[src/rtl/lfsr_share_arbiter.sv]
// lfsr_share_arbiter: round-robin arbiter handing out words from one shared Fibonacci LFSR
module lfsr_share_arbiter #(
  parameter int NUM_REQ = 4,
  parameter int WIDTH = 8,
  parameter logic [WIDTH-1:0] TAPS = 8'hB8,
  parameter logic [WIDTH-1:0] RESET_SEED = 8'h01,
  parameter int ADV_STEPS = 1
) (
  input  logic               clk,
  input  logic               reset,
  input  logic               enable,
  input  logic [NUM_REQ-1:0] req,
  input  logic               seed_load,
  input  logic [WIDTH-1:0]   seed_data,
  output logic [NUM_REQ-1:0] gnt,
  output logic [WIDTH-1:0]   rnd_data,
  output logic               busy,
  output logic               seed_err,
  output logic [WIDTH-1:0]   lfsr_state,
  output logic [15:0]        grant_cnt
);
  localparam int PW = $clog2(NUM_REQ);
  localparam int CW = $clog2(ADV_STEPS + 1);
  localparam logic [PW:0] NR = NUM_REQ[PW:0];
  typedef enum logic [1:0] {IDLE, GRANT, ADVANCE} state_t;
  state_t fsm, fsm_nx;
  logic [PW-1:0] ptr, off, win;
  logic [PW:0] sum;
  logic [NUM_REQ-1:0] rot;
  logic [CW-1:0] cnt, cnt_nx;
  logic go, shift;
  logic [WIDTH-1:0] lfsr_nx;
  // rotate requests so bit 0 is the current highest-priority requester, then map the winner back
  always_comb begin
    rot = NUM_REQ'({req, req} >> ptr);
    off = '0;
    for (int i = NUM_REQ - 1; i >= 0; i--) if (rot[i]) off = PW'(i);
    sum = {1'b0, ptr} + {1'b0, off};
    win = sum >= NR ? PW'(sum - NR) : PW'(sum);
  end
  // next state, step counter and LFSR update; seed_load overrides both shifting and arbitration
  always_comb begin
    fsm_nx = fsm;
    cnt_nx = cnt;
    go = 1'b0;
    shift = 1'b0;
    case (fsm)
      IDLE: go = enable && |req;
      GRANT: begin
        fsm_nx = ADVANCE;
        cnt_nx = CW'(ADV_STEPS);
      end
      ADVANCE: begin
        shift = 1'b1;
        cnt_nx = cnt - CW'(1);
        go = cnt == CW'(1) && enable && |req;
        fsm_nx = cnt == CW'(1) ? IDLE : ADVANCE;
      end
      default: fsm_nx = IDLE;
    endcase
    go = go && !seed_load;
    fsm_nx = seed_load ? IDLE : go ? GRANT : fsm_nx;
    lfsr_nx = seed_load ? (seed_data == '0 ? RESET_SEED : seed_data)
            : shift ? {lfsr_state[WIDTH-2:0], ^(lfsr_state & TAPS)} : lfsr_state;
  end
  // state and registered outputs; a grant delivers the word the LFSR holds during GRANT
  always_ff @(posedge clk) begin
    if (reset) begin
      fsm <= IDLE;
      cnt <= '0;
      ptr <= '0;
      lfsr_state <= RESET_SEED;
      gnt <= '0;
      rnd_data <= '0;
      busy <= 1'b0;
      seed_err <= 1'b0;
      grant_cnt <= '0;
    end else begin
      fsm <= fsm_nx;
      cnt <= cnt_nx;
      lfsr_state <= lfsr_nx;
      gnt <= go ? (NUM_REQ'(1) << win) : '0;
      busy <= fsm_nx != IDLE;
      seed_err <= seed_err | (seed_load && seed_data == '0);
      if (go) begin
        rnd_data <= lfsr_nx;
        grant_cnt <= grant_cnt + 16'd1;
        ptr <= win == PW'(NUM_REQ - 1) ? '0 : win + PW'(1);
      end
    end
  end
endmodule

[config.mk]
export PLATFORM = sky130hd
export DESIGN_NAME = lfsr_share_arbiter
export DESIGN_NICKNAME = d
export VERILOG_FILES = /design/src/rtl/lfsr_share_arbiter.sv
export SDC_FILE = /design/constraint.sdc
export NUM_CORES = 1
export LEC_CHECK = 0
export CORE_AREA = 2 2 72 74
export DETAILED_ROUTE_END_ITERATION = 10
export DIE_AREA = 0 0 74 76
export PLACE_DENSITY = 0.81
export SYNTH_ARGS = -nofsm -noshare
export SYNTH_HDL_FRONTEND = slang
export SYNTH_SLANG_ARGS = --single-unit
[constraint.sdc]
create_clock -name clk -period 2.2 [get_ports clk]
set_clock_uncertainty 0.15 [all_clocks]
set_input_delay 0.44 -clock clk [delete_from_list [all_inputs] [get_ports clk]]
set_output_delay 0.44 -clock clk [all_outputs]
set_load 0.02 [all_outputs]
==> results of run 1 <==
flip-flops by register name, indices dropped and copies added (netlist names):
signal      count
seed_err        1
rnd_data        8
lfsr_state      8
cnt             1
fsm             2
grant_cnt      16
ptr             2
busy            1
gnt             4
layout by cell type (no fill, tap or decap), types with 2 or more instances in the layout:
| cell type | synthesis | routed |
|---|---|---|
| a211oi_1 | 3 | 3 |
| a21oi_1 | 14 | 14 |
| and4_1 | 2 | 2 |
| buf_4 | 1 | 24 |
| clkbuf_2 | 0 | 3 |
| clkbuf_8 | 0 | 6 |
| clkdlybuf4s50_1 | 0 | 49 |
| dfxtp_1 | 43 | 42 |
| ha_1 | 4 | 4 |
| inv_1 | 5 | 5 |
| mux2i_1 | 10 | 10 |
| nand2_1 | 6 | 6 |
| nand2b_1 | 4 | 4 |
| nand3_1 | 5 | 5 |
| nand4_1 | 5 | 5 |
| nor2_1 | 44 | 44 |
| nor3_1 | 2 | 2 |
| nor4_1 | 3 | 3 |
| nor4_2 | 2 | 2 |
| nor4b_2 | 2 | 2 |
| o211ai_1 | 2 | 2 |
| o21ai_0 | 4 | 4 |
| o22a_1 | 7 | 7 |
| or3_1 | 3 | 3 |
| xnor2_1 | 6 | 6 |
| xor2_1 | 13 | 13 |
cell usage after synthesis (all sizes together) (2+ instances only):
| master | n | share of area |
|---|---|---|
| xnor2 | 7 | 0.034 |
| dfxtp | 43 | 0.43 |
| xor2 | 13 | 0.057 |
| nor2 | 44 | 0.082 |
| o32ai | 2 | 0.012 |
| nor3 | 3 | 0.010 |
| nand2b | 4 | 0.012 |
| o211ai | 2 | 0.0075 |
| nor4 | 5 | 0.022 |
| nand4 | 6 | 0.022 |
| nand3 | 5 | 0.012 |
| a21oi | 14 | 0.035 |
| nand2 | 6 | 0.011 |
| buf | 6 | 0.024 |
| a211oi | 3 | 0.011 |
| o21ai | 4 | 0.010 |
| and4 | 2 | 0.0087 |
| ha | 4 | 0.025 |
| inv | 5 | 0.0094 |
| o22a | 7 | 0.031 |
| mux2i | 10 | 0.050 |
| clkbuf | 7 | 0.013 |
| nor4b | 2 | 0.015 |
| or3 | 3 | 0.0094 |
where the power goes:
group          switching [mW]  total [mW]  internal, mW  leakage [nW]
combinational           0.177       0.368         0.191         0.671
sequential             0.0284       0.841         0.813         0.351
clock                   0.257       0.624         0.367        0.0612
cell families (layout without fill, tap and decap cells):
logic type	after synthesis	in the layout
XOR/XNOR	20	20
adder cells (fa/ha/maj)	4	4
AO/OA/AOI/OAI	38	38
buffers and inverters	18	90
multiplexers	10	10
flip-flops	43	43
AND/OR/NAND/NOR	85	85
final timing paths:
path / from / to / slack [ns] / cells after the start
max: req[1] / ptr[1]$_SDFFE_PP0P_ / 0.06 / 9
min: rnd_data[4]$_SDFFE_PP0P_ / rnd_data[4]$_SDFFE_PP0P_ / 0.34 / 1
max reg2reg: ptr[0]$_SDFFE_PP0P_ / ptr[1]$_SDFFE_PP0P_ / 0.09 / 7
min reg2reg: rnd_data[4]$_SDFFE_PP0P_ / rnd_data[4]$_SDFFE_PP0P_ / 0.34 / 1
metrics by stage:
step	instance area [um2]	utilization	std cells	hold slack [ns]	power [mW]
floorplan	2004	-	218	0.3679	1.066
global placement	2705	0.5507	349	0.3211	1.204
detailed placement	2705	0.5507	349	0.3258	1.211
CTS	2839	0.5779	359	0.3504	1.840
global route	2835	0.5772	360	0.3710	1.917
finish	2835	0.5772	360	0.3424	1.833
repair_timing:
action                                  in CTS  in global routing
endpoints found under the setup margin       5                 22
endpoints found under the hold margin        0                  0
setup buffers                                2                  1
pin swaps                                    4                  7
hold buffers                                 0                  0
gates resized for setup                      8                  8
layer usage:
metal  wire, um  part of all wire  GRT usage  up-vias
li1           -                 -          -      907
met1       1933              0.43     0.2136      843
met2       2200              0.49     0.2616       65
met3        307             0.068    0.06217        8
met4         63             0.014    0.05091        0
met5          0                 0          0        -
layout make-up:
cell class                      count  area, um2
Fill cell                         414       2077
Inverter                            5      18.77
Clock buffer                        6      82.58
Tap cell                           70      87.58
Multi-Input combinational cell    157       1056
Sequential cell                    43      864.6
Timing Repair Buffer               77      690.7
Clock inverter                      2      35.03
critical path, cell delays in order:
cell and delay, ns:
buf_2 0.11, nor2_1 0.06, or4_1 0.51, o211ai_1 0.11, ha_1 0.28, xor2_1 0.18
xnor2_1 0.14, buf_4 0.14, a31o_2 0.21
==> impl_metrics.json, run 1 <==
{
  "outcome": "finished, final reports clean",
  "cts_sinks": 43,
  "syn-num-nets": 238,
  "synth_fa_ha_area_frac": 0.02497,
  "rows": 26,
  "cts_root_buffer": "clkbuf_8",
  "worstMarginPinSlew_ns": 0.4776,
  "n_antenna_cell": 0,
  "final_hold_viol_count": 0,
  "grt_pass1_wl_mm": 7.472,
  "fin_crit_ns": 2.143,
  "end_kind": "flip-flop",
  "drive_above_1_share": 0.1655,
  "synth.area.mux_share": 0.04994,
  "globalplace.congestion": 0.7929,
  "track_usage": 0.1677,
  "firstDrtPassIters": 4,
  "drt-total-wl_mm": 4.504,
  "hold_path.class": "reg2reg",
  "ys_warn_count": 0,
  "maxSlewHeadroom": 0.6790,
  "min_period_over_period": 0.9741,
  "via_per_inst": 5.064,
  "vias": 1823,
  "max-vdd-ir-drop_v": 0.0004437,
  "routedWlPerCell_um": 12.51,
  "start_util": 0.4080,
  "cp-start-kind": "primary input",
  "arrival_ns": 2.18,
  "synthCells": 218,
  "cellPowerDensity_mw_per_mm2": 646.5,
  "synth.avg_cell_area_um2": 9.195,
  "p_leak_nw": 1.083,
  "clock_latency_ns": 0.30,
  "cp_max_fo": 4,
  "fmax_mhz": 466.6,
  "grt_antenna_before_repair": 0,
  "nets": 309,
  "grt_pass1_vias": 1664,
  "ios": 54,
  "fp.coreArea_mm2": 0.004912,
  "clk_pin_slew_ns": 0.08,
  "synth_compound_area_frac": 0.1355,
  "synth-edff-count": 0,
  "syn_to_final_growth_pct": 41.45,
  "synth_cell_type_count": 43,
  "max-cap-violations": 0,
  "fin_ws_ns": 0.05702,
  "slew_violations": 0,
  "ys_seq_area_frac": 0.4295,
  "die_area_mm2": 0.005624,
  "cts_tree": "done",
  "clock_path_buffers": 2,
  "synth-seq-cells": 43,
  "grt_max_degree": 21,
  "grt_overflow": 0,
  "dp_hpwl_mm": 3.294,
  "setup_tns_ns": 0,
  "place_ws_ns": -0.5443,
  "ant_nets": 0,
  "dieWidth_um": 74,
  "syn_area_mm2": 0.002004,
  "synthXorXnorAreaFrac": 0.09114,
  "synth_flop_cell": "dfxtp_1",
  "synth_top_family_by_area": "simple AND/OR/NAND/NOR gates",
  "portBuffers": 53,
  "drc": 0,
  "path_class": "in2reg",
  "cts-buffers-inserted": 5,
  "first_iter_violations": 68,
  "setup_viol": 0,
  "synth-simple-area-share": 0.2222,
  "critPathRequiredTime_ns": 2.24,
  "fp.dieH_um": 76,
  "async_reset_ff_frac": 0,
  "h-tree-depth": 2
}
(Power assumes the default switching activity.)
==> inputs of run 2 (changes only) <==
ABC_AREA = 1   (was default)
CORE_AREA = 2 2 74 76   (was 2 2 72 74)
DIE_AREA = 0 0 76 78   (was 0 0 74 76)
PLACE_DENSITY = 0.82   (was 0.81)
SLEW_MARGIN = 20   (was default)
==> impl_metrics.json, run 2 <==
{
  "outcome": "finished, final reports clean",
  "maxSlewHeadroom": 0.7068,
  "min_path_cells": 1,
  "fin_crit_ns": 2.062,
  "grt_overflow": 0,
  "start_util": 0.4372,
  "portBuffers": 53,
  "min_from": "cnt$_SDFFE_PP0N_",
  "slew_violations": 0,
  "post-route-util": 0.5873,
  "cp-start-kind": "primary input",
  "async_reset_ff_frac": 0,
  "startpoint": "req[3]",
  "grt_pass1_wl_mm": 8.804,
  "crit_chain": "clkdlybuf4s50_1 -> nand2_1 -> nand3_1 -> nand2_1 -> nand3_1 -> a21boi_2 -> ha_2 -> xor2_2 -> inv_1 -> nand3_2 -> nand2_2 -> nand2_1 -> nand3_1",
  "drc": 0,
  "first_iter_violations": 119,
  "cp_max_fo": 3,
  "cellPowerDensity_mw_per_mm2": 601.3,
  "synth_common_cells": "81 x nand2_1, 43 x dfxtp_1, 33 x nor2_1, 30 x inv_1, 28 x a21oi_1",
  "grt_max_degree": 18,
  "cpPeakStageDelay_ns": 0.44,
  "h-tree-depth": 2,
  "fp.coreArea_mm2": 0.005042,
  "p_leak_nw": 1.182,
  "end_kind": "flip-flop",
  "min_period_over_period": 0.9375,
  "reg_top3": "grant_cnt (16), lfsr_state (8), rnd_data (8)",
  "firstDrtPassIters": 5,
  "cp_slowest_cell": "clkdlybuf4s50_1",
  "ios": 54,
  "drt-total-wl_mm": 5.281,
  "final_area_mm2": 0.002962,
  "n_antenna_cell": 0,
  "arrival_ns": 2.10,
  "cts-buffers-inserted": 5,
  "synth_cell_type_count": 33,
  "final_cell_mix": "80 x nand2_1, 50 x clkdlybuf4s50_1, 42 x dfxtp_1",
  "mostFrequentLayoutCell": "nand2_1",
  "grt_antenna_before_repair": 0,
  "power_switching_share": 0.2893,
  "rows": 26,
  "clk_pin_slew_ns": 0.08,
  "place_area_mm2": 0.002810,
  "die_area_mm2": 0.005928,
  "ys_seq_area_frac": 0.3905,
  "syn_to_final_growth_pct": 34.34,
  "clock_path_buffers": 2,
  "critPathRequiredTime_ns": 2.23,
  "synth_flop_cell": "dfxtp_1",
  "grt_pass1_vias": 2063,
  "netlist_top_cells_area": "dfxtp_1 39%, nand2_1 14%, a21oi_1 6.4%",
  "fmax_mhz": 484.9,
  "max-vdd-ir-drop_v": 0.0003293,
  "pwr-share-seq": 0.476,
  "globalplace.congestion": 0.8977,
  "via_per_inst": 4.941,
  "worstMarginPinSlew_ns": 0.4394,
  "postCtsHoldBufs": 0,
  "n_fill_cell": 479,
  "yosysMostFrequentCell": "nand2_1",
  "ys_warn_count": 0,
  "routedWlPerCell_um": 11.92,
  "syn-num-nets": 333,
  "dieWidth_um": 76,
  "synth.avg_cell_area_um2": 7.043,
  "fp.dieH_um": 78,
  "cts_tree": "done",
  "rr_startpoint": "ptr[1]$_SDFFE_PP0P_",
  "vias": 2189,
  "clock_latency_ns": 0.30,
  "hold_path.class": "reg2reg",
  "syn_area_mm2": 0.002205,
  "synthCells": 313,
  "regMostFlops": "grant_cnt",
  "dp_hpwl_mm": 3.965,
  "largest_register_ffs": 16,
  "cts_root_buffer": "clkbuf_8",
  "drive_above_1_share": 0.1019,
  "setup_viol": 0,
  "synth-edff-count": 0,
  "synth_top_area_share": 0.3905,
  "total_power_mw": 1.781,
  "nets": 392,
  "yosys.area.top_type": "dfxtp_1",
  "synth-seq-cells": 43,
  "final_hold_viol_count": 0,
  "multi_input_area_mm2": 0.001164,
  "ant_nets": 0,
  "comb_power_share": 0.212,
  "switchingPower_uw": 515.2,
  "track_usage": 0.1839,
  "internal_power_mw": 1.266,
  "cts_sinks": 43,
  "seqCellArea_um2": 862.1,
  "path_class": "in2reg",
  "clockPowerShare": 0.312,
  "max-cap-violations": 0,
  "reg2reg_depth": 11
}
run 2: critical path: cells and delay by family:
family,cells,cell delay [ns]
AND/OR/NAND/NOR,8,0.64
adder cells (fa/ha/maj),1,0.20
AO/OA/AOI/OAI,1,0.15
buffers and inverters,2,0.52
XOR/XNOR,1,0.15
run 2: layout make-up:
cell class,instances,area share
Clock buffer,7,0.03253
Clock inverter,1,0.002535
Inverter,35,0.04436
Multi-Input combinational cell,224,0.3929
Sequential cell,43,0.2911
Tap cell,70,0.02957
Timing Repair Buffer,63,0.2070
run 2: final timing paths:
kind	endpoint	slack, ns
max reg2reg	ptr[1]$_SDFFE_PP0P_	0.17
min reg2reg	cnt$_SDFFE_PP0N_	0.31
min	cnt$_SDFFE_PP0N_	0.31
max	ptr[1]$_SDFFE_PP0P_	0.14
run 2: repair_timing:
action / CTS / global route
endpoints found under the setup margin: 0 / 5
gates resized for setup: 0 / 12
buffers inserted: 0 / 1
run 2: power groups by stage:
stage | clock (mW) | sequential [mW] | combinational (mW)
floorplan | 0 | 0.885 | 0.196
global placement | 0 | 0.861 | 0.336
detailed placement | 0 | 0.863 | 0.348
CTS | 0.572 | 0.845 | 0.349
global route | 0.612 | 0.854 | 0.416
finish | 0.555 | 0.848 | 0.378
run 2: logic make-up after synthesis:
logic type	count (synthesis)	synth area share
simple gates	158	0.3161
compound gates	53	0.1390
buf+inv	46	0.09592
flops	43	0.3905
xor+xnor	9	0.03575
fa+ha+maj	4	0.02270
run 2: routing by layer:
metal  global-route usage  wire [um]  vias to the layer above
li1                     -          -                     1131
met1               0.2109       2351                      998
met2               0.3313       2643                       52
met3              0.03953        198                        8
met4              0.07818         88                        0
met5                    0          0                        -
run 2: through the flow:
step	std cells	setup slack (ns)	hold WS [ns]	setup TNS (ns)
final	443	0.1376	0.3138	0
after global routing	443	-0.007578	0.3242	-0.007578
after CTS	442	0.01363	0.3124	0
after detailed placement	434	-0.2988	0.3011	-1.128
after global placement	434	-0.1589	0.2948	-0.5030
after floorplan	313	0.3743	0.2814	0
